File: config.mk
export PLATFORM = sky130hd
export DESIGN_NAME = timer_sequencer
export DESIGN_NICKNAME = d
export VERILOG_FILES = /design/src/rtl/timer_pkg.sv /design/src/rtl/timer_watchdog.sv /design/src/rtl/timer_sequencer.sv
export SDC_FILE = /design/constraint.sdc
export NUM_CORES = 1
export LEC_CHECK = 0
export ABC_AREA = 1
export CAP_MARGIN = 40
export CORE_UTILIZATION = 50
export DETAILED_ROUTE_END_ITERATION = 6
export GPL_TIMING_DRIVEN = 0
export HOLD_SLACK_MARGIN = 0.05
export PLACE_DENSITY_LB_ADDON = 0.25
export SYNTH_ARGS = -nofsm -noshare
export SYNTH_HDL_FRONTEND = slang
export SYNTH_SLANG_ARGS = --single-unit
File: constraint.sdc
create_clock -name clk_i -period 2 [get_ports clk_i]
set_clock_uncertainty 0.1 [all_clocks]
set_input_delay 0.3 -clock clk_i [delete_from_list [all_inputs] [get_ports clk_i]]
set_output_delay 0.3 -clock clk_i [all_outputs]
set_load 0.02 [all_outputs]
File: src/rtl/timer_pkg.sv
// Shared state encoding and default sizing for the timer sequencer and its watchdog.
package timer_pkg;

    localparam int          STATE_W            = 2;
    localparam int          REPEAT_W_DEFAULT   = 8;
    localparam int          WDOG_W_DEFAULT     = 32;
    localparam logic [31:0] WDOG_LIMIT_DEFAULT = 32'h8000_0000;

    typedef enum logic [STATE_W-1:0] {
        IDLE = 2'b00,
        ARM  = 2'b01,
        WAIT = 2'b10,
        DONE = 2'b11
    } seq_state_e;

endpackage

File: src/rtl/timer_watchdog.sv
// Saturating cycle counter guarding one timer period; flags expiry at LIMIT-1.
module timer_watchdog import timer_pkg::*; #(
    parameter int                WDOG_W = WDOG_W_DEFAULT,
    parameter logic [WDOG_W-1:0] LIMIT  = WDOG_W'(WDOG_LIMIT_DEFAULT)
) (
    input  logic clk,
    input  logic rst_n,
    input  logic clear,
    input  logic enable,
    output logic expired
);

    localparam logic [WDOG_W-1:0] LAST = LIMIT - WDOG_W'(1);

    logic [WDOG_W-1:0] count;

    // Count enabled cycles, holding at the expiry value rather than wrapping.
    always_ff @(posedge clk or negedge rst_n) begin
        if (!rst_n) begin
            count <= '0;
        end else if (clear) begin
            count <= '0;
        end else if (enable && (count != LAST)) begin
            count <= count + WDOG_W'(1);
        end
    end

    assign expired = (count == LAST);

endmodule

File: src/rtl/timer_sequencer.sv
// Drives a timer through a programmable number of back-to-back periods,
// watching each period with a watchdog and reporting completion or stalls.
module timer_sequencer import timer_pkg::*; #(
    parameter int                REPEAT_W   = REPEAT_W_DEFAULT,
    parameter int                WDOG_W     = WDOG_W_DEFAULT,
    parameter logic [WDOG_W-1:0] WDOG_LIMIT = WDOG_W'(WDOG_LIMIT_DEFAULT)
) (
    input  logic                clk_i,
    input  logic                arst_ni,
    input  logic                run_i,
    input  logic                abort_i,
    input  logic [REPEAT_W-1:0] repeats_i,
    output logic                timer_start_o,
    input  logic                timer_done_i,
    output logic                busy_o,
    output logic                period_done_o,
    output logic                seq_done_o,
    output logic                error_o,
    output logic [REPEAT_W-1:0] remaining_o
);

    seq_state_e          state;
    seq_state_e          next_state;
    logic                armed;
    logic                armed_d;
    logic                start_d;
    logic                busy_d;
    logic                period_done_d;
    logic                seq_done_d;
    logic                error_d;
    logic [REPEAT_W-1:0] remaining_d;
    logic                wd_clear;
    logic                wd_enable;
    logic                wd_expired;

    timer_watchdog #(
        .WDOG_W (WDOG_W),
        .LIMIT  (WDOG_LIMIT)
    ) u_watchdog (
        .clk     (clk_i),
        .rst_n   (arst_ni),
        .clear   (wd_clear),
        .enable  (wd_enable),
        .expired (wd_expired)
    );

    // State register.
    always_ff @(posedge clk_i or negedge arst_ni) begin
        if (!arst_ni) begin
            state <= IDLE;
        end else begin
            state <= next_state;
        end
    end

    // Next-state and next-output decisions; a done level only counts once a low has been seen, and abort overrides all.
    always_comb begin
        next_state    = state;
        armed_d       = armed;
        start_d       = 1'b0;
        busy_d        = 1'b0;
        period_done_d = 1'b0;
        seq_done_d    = 1'b0;
        error_d       = error_o;
        remaining_d   = remaining_o;
        wd_clear      = 1'b0;
        wd_enable     = 1'b0;

        case (state)
            IDLE: begin
                if (run_i && (repeats_i != '0)) begin
                    remaining_d = repeats_i;
                    error_d     = 1'b0;
                    next_state  = ARM;
                end
            end
            ARM: begin
                wd_clear   = 1'b1;
                armed_d    = 1'b0;
                next_state = WAIT;
            end
            WAIT: begin
                wd_enable = 1'b1;
                if (!timer_done_i) begin
                    armed_d = 1'b1;
                end
                if (armed && timer_done_i) begin
                    period_done_d = 1'b1;
                    if (remaining_o != '0) begin
                        remaining_d = remaining_o - REPEAT_W'(1);
                    end
                    next_state = (remaining_o <= REPEAT_W'(1)) ? DONE : ARM;
                end else if (wd_expired) begin
                    error_d    = 1'b1;
                    next_state = IDLE;
                end
            end
            DONE: begin
                seq_done_d = 1'b1;
                next_state = IDLE;
            end
            default: begin
                next_state = IDLE;
            end
        endcase

        if (abort_i) begin
            next_state    = IDLE;
            period_done_d = 1'b0;
            seq_done_d    = 1'b0;
            remaining_d   = '0;
            error_d       = error_o;
        end

        start_d = (next_state == ARM);
        busy_d  = (next_state != IDLE);
    end

    // Registered outputs and the stale-done qualifier.
    always_ff @(posedge clk_i or negedge arst_ni) begin
        if (!arst_ni) begin
            timer_start_o <= 1'b0;
            busy_o        <= 1'b0;
            period_done_o <= 1'b0;
            seq_done_o    <= 1'b0;
            error_o       <= 1'b0;
            remaining_o   <= '0;
            armed         <= 1'b0;
        end else begin
            timer_start_o <= start_d;
            busy_o        <= busy_d;
            period_done_o <= period_done_d;
            seq_done_o    <= seq_done_d;
            error_o       <= error_d;
            remaining_o   <= remaining_d;
            armed         <= armed_d;
        end
    end

endmodule

# Word-level counts from Yosys, hierarchy flattened
# Index checks and enable logic that the tools add are counted.
# classes
n_lt_le_gt_ge,1
addsub,2
mux,26
bitwise,1
n_eq_ne,13
reduce_logical,14
# op_table
operator,n
$mux 32,2
$add 32x1->32 const B,1
$eq 32x31->1 const B,1
$mux 8,4
$ne 32x31->1 const B,1
$pmux 8 s2,1
$reduce_bool 8->1,2
$mux 1,11
$mux 2,5
$ne 3x3->1 const B,3
$le 8x1->1 const B,1
$pmux 2 s4,1
$reduce_bool 2->1,4
$sub 8x1->8 const B,1
$ne 2x2->1 const B,3
$reduce_and 5->1,1
$eq 2x1->1 const B,2
$eq 2x2->1 const B,2
$pmux 1 s2,2
$reduce_and 4->1,1
$logic_and 1x1->1,3
$reduce_bool 3->1,1
$logic_not 2->1,1
$ne 2x1->1 const B,1
other kinds (2),2
# totals
in_bits,13
wordCells,66
regBits,48
output_inout_bits,13

# Depth between registers and ports, before layout
# logic_depth
ltp_word,6
ltp_mapped,12
depth_no_buf,11

# By module
# Synthesis repeated with hierarchy kept, for this count alone.
# hier_totals
hier_cells,501
area_unflattened_um2,3321.9
# modules_own_cells
module,seq_area_each_um2,instances,area_each_um2,cells_per_inst
timer_watchdog,800.8,1,2273.4,355
timer_sequencer,400.4,1,1048.5,146

# Least setup slack after synthesis
# Ideal clock, no wire load.
# synth_path
path_type,reg2reg
from,reg u_watchdog.count[0]
to,reg u_watchdog.count[29]
stages_incl_launch_ff,13
n_path_buf,1
path_slack_ps,355
arrival_ps,1426
t_required_ps,1781
cell_sequence,dfrtp_1 -> ha_1 -> inv_2 -> nor2_4 -> nand2_2 -> nor2_4 -> nand2_4 -> nand2_4 -> nand2_4 -> clkinv_4 -> buf_6 -> nand2_1 -> nand2_1
# synth_between
elab_chain_len,3
elab_cells_between_ends,6
cone_classes,1 x add/sub; 1 x eq/ne; 2 x mux; 2 x reduce/logical
# synth_lines
item,line_no,text
start: declaration,timer_watchdog.sv:15,logic [WDOG_W-1:0] count;
start signal: assignment,timer_watchdog.sv:24,count <= count + WDOG_W'(1);
$add 32x1->32 / $ne 32x31->1 (equally long branches),"timer_watchdog.sv:24, timer_watchdog.sv:23",
$mux 32 / $logic_and 1x1->1 (equally long branches),timer_watchdog.sv:23,end else if (enable && (count != LAST)) begin
$mux 32 / $reduce_bool 2->1 (equally long branches),--,
# Several ways; a longest one is shown, not always the timed one. The select of a mux whose other input is x is not followed.
# A chain may end at the register's enable or synchronous reset.

# Worst setup path in the final report
# layout_path
from,reg u_watchdog.count[0]
to,reg u_watchdog.count[23]
# The elaborated chain is that of the path after synthesis.

==> metrics.md <==
| Metric | Value |
|---|---|
| Status | completed |
| Max_slew headroom | 61.2% |
| Combinational power share | between 30% and 40% |
| Port Buffers | 25 |
| Tot Pwr | 2890 µW |
| Max_cap viols | 0 |
| Clock Pin Slew Worst Setup and Hold Paths | 0.10 ns |
| FILL cells | approximately 560 |
| CP bufs+invs | 1 |
| Core area | 0.00596 mm² |
| Layout cells sized above 1 | 7.48% |
| Initial Utilization | 52.0% |
| Worst path top cell family by delay | simple AND/OR/NAND/NOR gates |
| Mapped Area | 0.00310 mm² |
| Worst endpoint required time | 2.10 ns |
| Vias in the first global route | 2817 |
| P_sw | 1120 µW |
| Slew @ Worst Pin | 0.582 ns |
| Total Neg Setup Slack | 0 ns |
| GRT overflow | 0 |
| Internal | 1770 µW |
| N_diodes | 0 |
| IO Pins | 26 |
| Critical Path AT | 1.94 ns |
| DR iter-0 viols | 293 |
| Final core occ | 60.6% |
| Synthesized Nets | 486 |
| Clk pwr share | between 20% and 30% |
| Max VDD drop | 0.000585 V |
| Wire length of the first global-routing pass | 13100 µm |
| Clk root buf | clkbuf_8 |
| Critical path's most frequent cell | nand2_1 |
| CTS H-Tree Depth | 2 |
| WL/cell | approximately 13 µm |
| Synth warn | 0 |
| GP Congestion | 0.942 |
| DRC | 0 |
| Dpl hpwl | 5900 µm |
| Pre-CTS WS | -0.0878 ns |
| # rows | 28 |
| Initial antenna violation count | 0 |
| CTS Sinks | 48 |
| Slowest CP cell | dfrtp_1 |
| Die width | 80.7 µm |
| Cell count after synthesis | 470 |
| Final WL | 7840 µm |
| Layout overhead on the synthesized area | 16.5% |
| Clock latency at the later pin of the worst-skew pair | 0.32 ns |
| Post-DRT Antenna Nets | 0 |
| Crit path launch type | register |
| Vias per cell | 5.36 |
| Net Sw Frac | 38.6% |
| Setup Viol. Count Final | 0 |
| Total number of vias | roughly 3100 |
| Syn avg cell area | 6.59 µm² |
| CTS Buf Count | 5 |
| CP max stage delay | between 0.3 and 0.4 ns |
| CP endpoint kind | register |
| Worst setup margin | 0.161 ns |
| Register bit total from synthesis | 48 |
| Power per Cell Area | 800 mW/mm² |
| Largest net degree at the start of global routing | 30 |
| Final Hold Violating Endpoints | 0 |
| Critical path fanouts, max | 4 |
| Total GRT Usage | 26.4% |
| Hold WC Path Type | input port to asynchronous set/reset pin |
| Slew Viols, Final | 0 |
| Worst-path cell chain | buf_4 -> nand3_1 -> nor2_2 -> nand2_1 -> nor3_1 -> nand2_1 -> nand2_1 -> nand2_1 |
| Fin crit share | between 90% and 100% |
| Min Clock Period, post-route | 1.84 ns |
| DR pass1 iterations | 5 |
| Fmax achieved | roughly 0.54 GHz |
| Post-synthesis sequential area ratio | 38.8% |
| Critical path class | register to register |
| Synth unique cells | 28 |
| Layout net count | 523 |
| Die footprint | between 0.006 and 0.007 mm² |
| Longest Clk Path Bufs | 2 |
| Die span in y | 80.7 µm |
| LEAKAGE | 0.00169 µW |
| TritonCTS clock tree | yes |
| Reg power frac | 41.2% |
==> power groups by stage <==
stage	Combinational, µW	Clock, µW	Sequential (µW)
floorplan	586	0	1270
global placement	985	0	1210
detailed placement	1010	0	1210
CTS	1020	623	1190
global route	1210	671	1210
finish	1080	612	1190
==> cell families (layout without fill, tap and decap cells) <==
| family | count (synthesis) | count (layout) | share of synthesized area (%) |
|---|---|---|---|
| DFF | 48 | 48 | 38.8 |
| AOI/OAI and AO/OA | 29 | 29 | 5.01 |
| adders and majority gates | 3 | 3 | 1.21 |
| xor gates and xnor gates | 12 | 12 | 3.39 |
| and+or+nand+nor | 322 | 322 | 44.1 |
| buffers and inverters | 56 | 94 | 7.52 |
==> stage by stage <==
stage,instance area (µm²),cells,hold WS [ns]
after floorplan,3100,470,-0.0956
after global placement,3440,570,0.366
after detailed placement,3460,571,0.188
after CTS,3560,580,0.383
after global routing,3610,583,0.425
final,3610,583,0.362
==> synthesized netlist by cell type (all sizes together) <==
library cell | count | area, µm²
nand2 | 185 | 719
xnor2 | 1 | 8.76
nand4 | 15 | 93.8
nor2 | 83 | 347
nand3 | 31 | 155
buf | 6 | 40.0
ha | 3 | 37.5
dfrtp | 48 | 1200
o21bai | 1 | 7.51
a21oi | 8 | 43.8
o22ai | 3 | 18.8
inv | 47 | 176
clkbuf | 1 | 3.75
o21ai | 17 | 85.1
clkinv | 2 | 12.5
xor2 | 11 | 96.3
nand3b | 4 | 30.0
nor3 | 4 | 20.0
==> per-layer routing <==
layer / GRT usage [%] / vias up / routed length (µm) / share of wire (%)
met5: 0 / - / 0 / 0
met4: 8.57 / 0 / 128 / 1.6
met3: 4.55 / 9 / 567 / 7.2
met2: 39.9 / 112 / 3550 / 45
met1: 38.2 / 1450 / 3600 / 46
li1: - / 1552 / - / -
==> flip-flops by register name, summed over array words and instances (netlist names) <==
name and flops:
u_watchdog.count 32, seq_done_o 1, error_o 1, remaining_o 8
period_done_o 1, armed 1, state 2, busy_o 1
timer_start_o 1
==> area by class of cell <==
type | instances | area (µm²) | share of cell area, %
multi-input combinational | 366 | 1690 | 46.8
sequential | 48 | 1200 | 33.3
timing repair buffer | 30 | 298 | 8.26
inverter | 49 | 189 | 5.24
tap | 75 | 93.8 | 2.60
clock buffer | 6 | 82.6 | 2.29
buffer | 7 | 46.3 | 1.28
clock inverter | 2 | 10.0 | 0.277
==> what timing repair did <==
item	CTS	global route
gates resized for setup	0	6
hold buffers	1	0
setup endpoints to repair	0	28
setup buffers	0	3
hold endpoints to repair	19	0
==> cell usage in the layout, fill, tap and decap left out, drive strengths merged <==
cell	count
xnor2	1
clkbuf	8
nand2	185
nand4	15
o21bai	1
xor2	11
nand3b	4
nor3	4
clkinv	4
nor2	83
nand3	31
buf	10
a21oi	8
o22ai	3
ha	3
o21ai	17
inv	47
clkdlybuf4s50	24
dlygate4sd3	1
dfrtp	48
==> path summary, 6_finish.rpt <==
kind | startpoint | end | slack, ns | cells past startpoint
max | u_watchdog.count[0] | u_watchdog.count[23] | 0.16 | 8
min | arst_ni | u_watchdog.count[27] | 0.36 | 2
max reg2reg | u_watchdog.count[0] | u_watchdog.count[23] | 0.16 | 8
min reg2reg | error_o | error_o | 0.39 | 2
max in group asynchronous | arst_ni | state[0] | 0.89 | 3
min in group clk_i | error_o | error_o | 0.39 | 2
==> worst reg2reg max path, delay by kind of cell, from the launching register on <==
kind | cells | cell delay (ns)
AND/OR/NAND/NOR | 7 | 1.15
flip-flops | 1 | 0.37
buffers and inverters | 1 | 0.12
Note: power is estimated with default switching activity, not from simulation.
